--- config.mk ---
export PLATFORM = sky130hd
export DESIGN_NAME = dotprod_vec_loader_flat
export DESIGN_NICKNAME = d
export VERILOG_FILES = /design/src/rtl/dotprod_vec_loader_if.sv /design/src/rtl/dotprod_vec_loader.sv /design/src/flat_wrapper.sv
export SDC_FILE = /design/constraint.sdc
export NUM_CORES = 1
export LEC_CHECK = 0
export CAP_MARGIN = 30
export CORE_MARGIN = 2
export CORE_UTILIZATION = 50
export CTS_CLUSTER_SIZE = 30
export DETAILED_ROUTE_END_ITERATION = 6
export GPL_ROUTABILITY_DRIVEN = 0
export PLACE_DENSITY = 0.68
export RECOVER_POWER = 100
export SETUP_SLACK_MARGIN = 0.5
export SKIP_LAST_GASP = 1
export SYNTH_ARGS = -nofsm -noshare
export SYNTH_HDL_FRONTEND = slang
export SYNTH_SLANG_ARGS = --single-unit
--- constraint.sdc ---
create_clock -name sys_clk -period 7.7 [get_ports sys_clk]
set_input_delay 1.54 -clock sys_clk [delete_from_list [all_inputs] [get_ports sys_clk]]
set_output_delay 1.54 -clock sys_clk [all_outputs]
set_load 0.005 [all_outputs]
--- src/rtl/dotprod_vec_loader_if.sv ---
// Operand-side bus for the dotprod vector loader: pair stream, vector status,
// consumer read port and release pulse.
interface dotprod_vec_loader_if #(
    parameter int DATA_W = 32,
    parameter int DEPTH  = 16
);
    localparam int AW = $clog2(DEPTH);

    logic              s_valid;
    logic              s_ready;
    logic [DATA_W-1:0] s_a;
    logic [DATA_W-1:0] s_b;
    logic              s_last;
    logic              vec_valid;
    logic [31:0]       n_out;
    logic              trunc;
    logic              rd_en;
    logic [AW-1:0]     rd_addr;
    logic [DATA_W-1:0] rd_a;
    logic [DATA_W-1:0] rd_b;
    logic              vec_done;

    modport slave (
        input  s_valid, s_a, s_b, s_last, rd_en, rd_addr, vec_done,
        output s_ready, vec_valid, n_out, trunc, rd_a, rd_b
    );

    modport master (
        output s_valid, s_a, s_b, s_last, rd_en, rd_addr, vec_done,
        input  s_ready, vec_valid, n_out, trunc, rd_a, rd_b
    );
endinterface

--- src/rtl/dotprod_vec_loader.sv ---
// Buffers a stream of (a,b) pairs into two banks and holds the completed vector
// for dotprod until released by vec_done.
//
//  state | meaning
//  IDLE  | empty, waiting for the first pair of a vector
//  LOAD  | collecting pairs, wr_ptr = number stored so far
//  READY | vector complete and frozen; reads served, input stalled
module dotprod_vec_loader #(
    parameter int DATA_W = 32,
    parameter int DEPTH  = 16
) (
    input logic                  sys_clk,
    input logic                  sys_rst,
    dotprod_vec_loader_if.slave  bus
);
    localparam int AW = $clog2(DEPTH);
    localparam logic [AW-1:0] LAST_PTR = AW'(DEPTH - 1);

    typedef enum logic [1:0] {
        IDLE  = 2'd0,
        LOAD  = 2'd1,
        READY = 2'd2
    } state_t;

    state_t            state_q, state_d;
    logic [AW-1:0]     wr_ptr_q, wr_ptr_d;
    logic [31:0]       n_out_q, n_out_d;
    logic              vec_valid_q, vec_valid_d;
    logic              trunc_q, trunc_d;
    logic              s_ready_q, s_ready_d;
    logic [DATA_W-1:0] rd_a_q, rd_b_q;
    logic [DATA_W-1:0] mem_a_q [DEPTH];
    logic [DATA_W-1:0] mem_b_q [DEPTH];
    logic              accept;
    logic              rd_hit;

    assign accept = bus.s_valid && s_ready_q;
    assign rd_hit = (state_q == READY) && ({{(32-AW){1'b0}}, bus.rd_addr} < n_out_q);

    always_ff @(posedge sys_clk or posedge sys_rst) begin
        if (sys_rst) begin
            state_q     <= IDLE;
            wr_ptr_q    <= '0;
            n_out_q     <= '0;
            vec_valid_q <= 1'b0;
            trunc_q     <= 1'b0;
            s_ready_q   <= 1'b0;
        end else begin
            state_q     <= state_d;
            wr_ptr_q    <= wr_ptr_d;
            n_out_q     <= n_out_d;
            vec_valid_q <= vec_valid_d;
            trunc_q     <= trunc_d;
            s_ready_q   <= s_ready_d;
        end
    end

    always_comb begin
        state_d     = state_q;
        wr_ptr_d    = wr_ptr_q;
        n_out_d     = n_out_q;
        vec_valid_d = vec_valid_q;
        trunc_d     = trunc_q;
        case (state_q)
            IDLE, LOAD: begin
                if (accept) begin
                    wr_ptr_d = wr_ptr_q + AW'(1);
                    // A full bank closes the vector even without s_last
                    if (bus.s_last || (wr_ptr_q == LAST_PTR)) begin
                        state_d     = READY;
                        vec_valid_d = 1'b1;
                        n_out_d     = {{(32-AW){1'b0}}, wr_ptr_q} + 32'd1;
                        trunc_d     = !bus.s_last;
                    end else begin
                        state_d = LOAD;
                    end
                end
            end
            READY: begin
                if (bus.vec_done) begin
                    state_d     = IDLE;
                    wr_ptr_d    = '0;
                    n_out_d     = '0;
                    vec_valid_d = 1'b0;
                    trunc_d     = 1'b0;
                end
            end
            default: begin
                state_d     = IDLE;
                wr_ptr_d    = '0;
                n_out_d     = '0;
                vec_valid_d = 1'b0;
                trunc_d     = 1'b0;
            end
        endcase
        s_ready_d = (state_d != READY);
    end

    always_ff @(posedge sys_clk) begin
        if (accept) begin
            mem_a_q[wr_ptr_q] <= bus.s_a;
            mem_b_q[wr_ptr_q] <= bus.s_b;
        end
    end

    always_ff @(posedge sys_clk or posedge sys_rst) begin
        if (sys_rst) begin
            rd_a_q <= '0;
            rd_b_q <= '0;
        end else if (bus.rd_en) begin
            rd_a_q <= rd_hit ? mem_a_q[bus.rd_addr] : '0;
            rd_b_q <= rd_hit ? mem_b_q[bus.rd_addr] : '0;
        end
    end

    assign bus.s_ready   = s_ready_q;
    assign bus.vec_valid = vec_valid_q;
    assign bus.n_out     = n_out_q;
    assign bus.trunc     = trunc_q;
    assign bus.rd_a      = rd_a_q;
    assign bus.rd_b      = rd_b_q;
endmodule

--- src/flat_wrapper.sv ---
// flat-port wrapper written by rule: the top's interface ports become plain ports
module dotprod_vec_loader_flat 
#(
    parameter int DATA_W = 32,
    parameter int DEPTH  = 16
)
  (sys_clk, sys_rst, bus_s_valid, bus_s_a, bus_s_b, bus_s_last, bus_rd_en, bus_rd_addr, bus_vec_done, bus_s_ready, bus_vec_valid, bus_n_out, bus_trunc, bus_rd_a, bus_rd_b);
  dotprod_vec_loader_if #(.DATA_W(DATA_W), .DEPTH(DEPTH)) bus_i ();
  input logic sys_clk;
  input logic sys_rst;
  input wire logic [$bits(bus_i.s_valid)-1:0] bus_s_valid;
  input wire logic [$bits(bus_i.s_a)-1:0] bus_s_a;
  input wire logic [$bits(bus_i.s_b)-1:0] bus_s_b;
  input wire logic [$bits(bus_i.s_last)-1:0] bus_s_last;
  input wire logic [$bits(bus_i.rd_en)-1:0] bus_rd_en;
  input wire logic [$bits(bus_i.rd_addr)-1:0] bus_rd_addr;
  input wire logic [$bits(bus_i.vec_done)-1:0] bus_vec_done;
  output wire logic [$bits(bus_i.s_ready)-1:0] bus_s_ready;
  output wire logic [$bits(bus_i.vec_valid)-1:0] bus_vec_valid;
  output wire logic [$bits(bus_i.n_out)-1:0] bus_n_out;
  output wire logic [$bits(bus_i.trunc)-1:0] bus_trunc;
  output wire logic [$bits(bus_i.rd_a)-1:0] bus_rd_a;
  output wire logic [$bits(bus_i.rd_b)-1:0] bus_rd_b;
  assign bus_i.s_valid = bus_s_valid;
  assign bus_i.s_a = bus_s_a;
  assign bus_i.s_b = bus_s_b;
  assign bus_i.s_last = bus_s_last;
  assign bus_i.rd_en = bus_rd_en;
  assign bus_i.rd_addr = bus_rd_addr;
  assign bus_i.vec_done = bus_vec_done;
  assign bus_s_ready = bus_i.s_ready;
  assign bus_vec_valid = bus_i.vec_valid;
  assign bus_n_out = bus_i.n_out;
  assign bus_trunc = bus_i.trunc;
  assign bus_rd_a = bus_i.rd_a;
  assign bus_rd_b = bus_i.rd_b;
  dotprod_vec_loader #(.DATA_W(DATA_W), .DEPTH(DEPTH)) u_core (.sys_clk(sys_clk), .sys_rst(sys_rst), .bus(bus_i));
endmodule
==> results.py, run 1 <==
metrics = {
    "status": {
        "run_status": "finished, violations left",
        "violations": "capacitance limit, slew limit",
    },
    "placement": {
        "dp.cells": 2984,
        "placed_area_mm2": 0.0442,
        "dp_hpwl_um": 47300,
        "portBuffers": 145,
        "pre_cts_slack_ns": 3.06,
    },
    "timing": {
        "rsz0062_at_grt": "false",
        "hold_violations": 0,
        "worst_pin_slew_ns": 3.74,
        "setup_viol": 0,
        "max_clock_freq_mhz": 177,
        "finalSetupTns_ns": 0,
        "slew_headroom_pct": -150,
        "skew_ns": 0.0353,
        "period_share_pct": 73.5,
        "slew_violations": 745,
        "whs_ns": 0.478,
        "fin_ws_ns": 2.04,
        "period_minus_slack_ns": 5.66,
    },
    "detailed_routing": {
        "drt_wl_total_um": 89600,
        "drc_errors": 0,
        "ant_nets": 0,
        "dr.first_iter.drc_count": 2178,
        "via_count": 19400,
        "wl_per_cell_um": 28.1,
        "dr.pass1.iters": 5,
        "viasPerCell": 6.08,
    },
    "layout": {
        "fin_area_mm2": 0.0475,
        "syn_to_final_growth_pct": 14.3,
        "utilization_pct": 57.8,
        "mostFrequentLayoutCell": "edfxtp_1",
        "finalNetCount": 2103,
        "fin_cells": 3190,
        "final_layout_size_suffix_gt1_share_pct": 21.6,
        "mostFrequentLayoutCells": "edfxtp_1, mux4_2, dlygate4sd3_1",
    },
    "global_route": {
        "gr-usage-met2_pct": 35.4,
        "antenna_found_initial": 13,
        "grt_max_degree": 112,
        "met3_usage_pct": 4.07,
        "grt_use_met1_pct": 29.6,
        "grt_pass1_wl_um": 134000,
        "grt_util_all_layers_pct": 21.3,
        "grt_pass1_vias": 20500,
        "busiest_layer": "met2",
        "overflow": 0,
    },
    "clocking": {
        "htreeDepth": 3,
        "ctsHoldBuffers": 0,
        "clock_latency_ns": 0.70,
        "cts_resized": 0,
        "cts-buffers-inserted": 106,
        "cts_tree": "yes",
        "clk_pin_slew_ns": 0.06,
        "cts_root_buf": "clkbuf_16",
        "cts_buffer_depth": 3,
        "cts_sinks": 1102,
        "postCtsSetupBuffers": 0,
    },
    "worst_setup_path": {
        "worstSetupPathType": "input port to flop",
        "crit_slowest_cell": "nor2_1",
        "crit_fanout": 40,
        "cp-end-kind": "flop",
        "critPathBufInv": 2,
        "crit_path_start_kind": "input port",
        "path_cells": "dlygate4sd3_1, nand3_1, nor2_1, clkbuf_2",
        "critical_path.top_delay_family": "simple AND/OR/NAND/NOR gates",
        "critPathArrivalTime_ns": 5.93,
        "required_ns": 7.97,
        "max_stage_delay_ns": 2.12,
    },
    "floorplanning": {
        "dieArea_mm2": 0.0855,
        "start_util_pct": 50.6,
        "row_count": 105,
        "die_h_um": 292,
        "pin_count": 173,
        "chipWidth_um": 292,
        "core_area_mm2": 0.0822,
    },
    "flow_run": {
        "cap_violations": 22,
    },
    "logic_synthesis": {
        "synthDistinctLibCells": 38,
        "yosys_register_bits": 1102,
        "synthCells": 1831,
        "ys_seq_area_share_pct": 78.6,
        "ys_warn_count": 0,
        "syn_area_per_cell_um2": 22.7,
        "syn_area_mm2": 0.0416,
    },
    "power": {
        "finalPower_mw": 13.2,
        "ir_drop_uv": 182,
        "p_per_area_mw_per_mm2": 279,
        "leakage_nw": 15.7,
    },
    "min_path": {
        "hold_path_class": "flop to flop",
    },
}
[report_power, final]
| part | switching [mW] | leakage, nW | internal [mW] |
|---|---|---|---|
| clock network | 2.20 | 1.70 | 2.92 |
| registers | 0.112 | 10.3 | 6.98 |
| logic | 0.650 | 3.65 | 0.384 |
| total | 2.96 | 15.7 | 10.3 |
[Yosys cell counts, drive strengths merged]
cell type / count / share of area (%)
conb: 1 / 0.0090
o41ai: 1 / 0.021
o21ai: 9 / 0.11
nand2: 75 / 0.68
inv: 9 / 0.081
xor2: 1 / 0.021
a31o: 1 / 0.021
xnor2: 1 / 0.021
mux2i: 1 / 0.024
clkbuf: 58 / 0.52
mux2: 4 / 0.11
a22oi: 126 / 2.3
dfrtp: 78 / 4.7
a22o: 64 / 1.3
a211oi: 2 / 0.066
o31ai: 1 / 0.018
buf: 71 / 1.5
o21a: 1 / 0.018
nor2b: 4 / 0.060
nand2b: 4 / 0.060
a21oi: 4 / 0.048
edfxtp: 1024 / 74
ha: 7 / 0.21
or3: 1 / 0.015
nor2: 17 / 0.15
mux4: 256 / 14
nand3: 5 / 0.060
nor3: 4 / 0.048
and2: 1 / 0.015
[flip-flops by register name, indices dropped and copies added, names as in the netlist]
signal	count
u_core.mem_a_q	512
u_core.mem_b_q	512
u_core.bus.rd_a	32
u_core.bus.rd_b	32
u_core.bus.n_out	5
u_core.wr_ptr_q	4
u_core.state_q	2
u_core.bus.s_ready	1
u_core.bus.trunc	1
u_core.bus.vec_valid	1
[cell type report]
type | count | area, um2
Multi-Input combinational cell | 617 | 8150
Clock buffer | 158 | 3050
Timing Repair Buffer | 186 | 1800
Inverter | 9 | 35.0
Tap cell | 1070 | 1340
Fill cell | 5894 | 34700
Antenna cell | 4 | 10.0
Sequential cell | 1102 | 32700
Clock inverter | 44 | 467
[cell families (layout without fill, tap and decap cells)]
logic type / count (synthesis) / after routing / synth area share, %
multiplexers: 261 / 261 / 14.0
flip-flops: 1102 / 1102 / 78.6
AO/OA/AOI/OAI: 209 / 209 / 3.92
XOR/XNOR: 2 / 2 / 0.0421
adder cells (fa/ha/maj): 7 / 7 / 0.210
buffers and inverters: 138 / 397 / 2.15
other: 1 / 31 / 0.00901
AND/OR/NAND/NOR: 111 / 111 / 1.09
[final timing paths]
path / from / end / slack [ns] / cells after the start
worst min-delay path: u_core.bus.vec_valid$_DFFE_PP0P_ / u_core.bus.vec_valid$_DFFE_PP0P_ / 0.48 / 2
max in group asynchronous: sys_rst / u_core.bus.rd_b[4]$_DFFE_PP0P_ / 4.20 / 3
worst min register to register: u_core.bus.vec_valid$_DFFE_PP0P_ / u_core.bus.vec_valid$_DFFE_PP0P_ / 0.48 / 2
worst max register to register: u_core.wr_ptr_q[2]$_DFFE_PP0P_ / u_core.mem_b_q[12][9]$_DFFE_PP_ / 2.88 / 3
worst max-delay path: bus_s_valid / u_core.mem_b_q[14][11]$_DFFE_PP_ / 2.04 / 4
min in group asynchronous: sys_rst / u_core.bus.rd_a[9]$_DFFE_PP0P_ / 1.86 / 2
[tightest hold or removal path: cells and delay by family (launching register included)]
kind	cells	cell delay [ns]
simple gates	2	0.10
flops	1	0.34
[metal layers]
layer,up-vias,wire length [um]
met2,782,45000
met3,135,6620
li1,8083,-
met5,-,99
met1,10400,36300
met4,16,1640
Power figures use the tool's default switching activity.
==> run 2, diff against run 1 <==
PLACE_DENSITY = 0.7   (was 0.68)
clock period = 4.8 ns   (was 7.7 ns; I/O delays follow)
==> run 2 against run 1 <==
  * Worst setup slack worse by 1.2 ns
  * Global-route usage increased by 1.0 points
  * The flow still finishes with violations (capacitance limit, slew limit)
  * Critical path depth is the same
  * Clock skew is essentially flat
  * Sequential power grew 61%
  * Hold slack gained 0.0081 ns
  * Non-clock buffer count increased by 27
==> results.py, run 2 (synthesized netlist as in run 1, its figures left out) <==
metrics = {
    "power": {
        "clock_power_share_pct": 38.6,
        "switchingPower_mw": 4.83,
        "intPower_mw": 16.5,
        "ir_drop_uv": 364,
        "finalPower_mw": 21.3,
        "leakage_nw": 15.9,
        "power_frac_seq_pct": 53.2,
        "swShare_pct": 22.6,
        "comb_power_share_pct": 8.2,
        "p_per_area_mw_per_mm2": 444,
    },
    "layout": {
        "syn_to_final_growth_pct": 15.5,
        "multiInputGateArea_mm2": 0.00814,
        "mostFrequentLayoutCell": "edfxtp_1",
        "fin_cells": 3217,
        "fillers": 5791,
        "mostFrequentLayoutCells": "edfxtp_1, mux4_2, dlygate4sd3_1",
        "top_regs": "u_core.mem_a_q x512, u_core.mem_b_q x512",
        "regArea_mm2": 0.0327,
        "finalNetCount": 2130,
        "final_layout_size_suffix_gt1_share_pct": 22.8,
    },
    "floorplanning": {
        "pin_count": 173,
        "start_util_pct": 50.6,
        "row_count": 105,
        "chipWidth_um": 292,
        "die_h_um": 292,
        "dieArea_mm2": 0.0855,
        "core_area_mm2": 0.0822,
    },
    "timing": {
        "skew_ns": 0.0350,
        "max_clock_freq_mhz": 252,
        "hold_violations": 0,
        "rsz0062_at_grt": "false",
        "finalSetupTns_ns": 0,
        "setup_viol": 0,
        "slew_violations": 345,
        "slew_headroom_pct": -90.1,
        "period_minus_slack_ns": 3.98,
        "period_share_pct": 82.8,
        "worst_pin_slew_ns": 2.84,
    },
    "detailed_routing": {
        "viasPerCell": 6.15,
        "drt_wl_total_um": 94300,
        "dr.first_iter.drc_count": 2403,
        "top_layer_used": "met5",
        "met3_length_um": 6540,
        "ant_nets": 0,
        "drc_errors": 0,
        "wl_met1_um": 37700,
        "met2_length_um": 47900,
        "wl_per_cell_um": 29.3,
        "dr.pass1.iters": 5,
        "via_count": 19800,
    },
    "clocking": {
        "clk_pin_slew_ns": 0.06,
        "cts_root_buf": "clkbuf_16",
        "cts_buffer_depth": 3,
        "postCtsSetupBuffers": 0,
        "cts_resized": 0,
        "cts_sinks": 1102,
        "cts_tree": "yes",
        "htreeDepth": 3,
        "ctsHoldBuffers": 0,
        "cts-buffers-inserted": 106,
        "clock_latency_ns": 0.69,
    },
    "worst_setup_path": {
        "critPathArrivalTime_ns": 4.26,
        "worstSetupPathType": "input port to flop",
        "crit_fanout": 26,
        "r2r_start": "u_core.wr_ptr_q[0]$_DFFE_PP0P_",
        "crit_path_start": "bus_s_valid",
        "required_ns": 5.08,
        "cp-end-kind": "flop",
        "crit_path_start_kind": "input port",
    },
    "flow_run": {
        "cap_violations": 16,
    },
    "global_route": {
        "antenna_found_initial": 21,
        "grt_pass1_vias": 20400,
        "grt_pass1_wl_um": 138000,
        "grt_max_degree": 125,
        "grt_util_all_layers_pct": 22.3,
        "overflow": 0,
    },
    "status": {
        "run_status": "finished, violations left",
        "violations": "capacitance limit, slew limit",
    },
    "min_path": {
        "hold_path_class": "flop to flop",
        "hold_path_startpoint": "u_core.bus.vec_valid$_DFFE_PP0P_",
    },
    "placement": {
        "dp.cells": 3011,
        "dp_hpwl_um": 49200,
        "portBuffers": 145,
    },
}
## run 2: changes by cell type in the layout (fill, tap and decap cells not counted), moves of 5 or more
cell	change
clkinvlp_4	+5
clkinv_2	+7
clkbuf_1	-10
buf_12	+28
clkbuf_8	-11
## run 2: cell type report
class / count / area share (%)
multi-input cells: 617 / 16.9
inverters: 9 / 0.0729
well taps: 1070 / 2.79
clock buffers: 138 / 6.00
diodes: 5 / 0.0260
clock inverters: 63 / 1.23
flip-flops and latches: 1102 / 68.1
repair buffers: 213 / 4.88
## run 2: final timing paths
check | to | slack, ns | cells after the start
max in group asynchronous | u_core.bus.rd_b[6]$_DFFE_PP0P_ | 1.51 | 4
setup / recovery | u_core.mem_b_q[4][31]$_DFFE_PP_ | 0.82 | 4
setup reg to reg | u_core.mem_b_q[4][31]$_DFFE_PP_ | 1.10 | 5
hold / removal | u_core.bus.vec_valid$_DFFE_PP0P_ | 0.49 | 2
min in group asynchronous | u_core.bus.rd_a[10]$_DFFE_PP0P_ | 1.20 | 2
hold reg to reg | u_core.bus.vec_valid$_DFFE_PP0P_ | 0.49 | 2
## run 2: through the flow
stage          cell area (um2)  hold slack [ns]  util (%)  worst slack [ns]
2_1_floorplan            41700            0.467         -             0.454
3_3_place_gp             44800            0.468      54.4              1.05
3_5_place_dp             44800            0.479      54.5              1.05
4_1_cts                  48300            0.493      58.7              1.75
5_1_grt                  48000            0.511      58.4             0.813
6_report                 48100            0.486      58.4             0.825
## run 2: power by group through the flow
stage	Sequential (mW)	Combinational, mW	Clock [mW]
after global routing	11.4	1.88	8.73
after detailed placement	11.6	1.85	0
final	11.4	1.75	8.23
after floorplan	11.5	1.01	0
after global placement	11.5	1.81	0
after CTS	11.4	1.86	8.35
## run 2: layer usage
metal  up-vias  global-route usage, %
li1       8159                      -
met5         -                      0
met2       872                   37.4
met3       163                   3.48
met1     10600                   30.8
met4        16                   6.20
## run 2: critical path, cell delays in order
cell and delay, ns:
dlygate4sd3_1 0.66, nand3_1 0.20, nor2_1 1.34, clkbuf_2 1.05
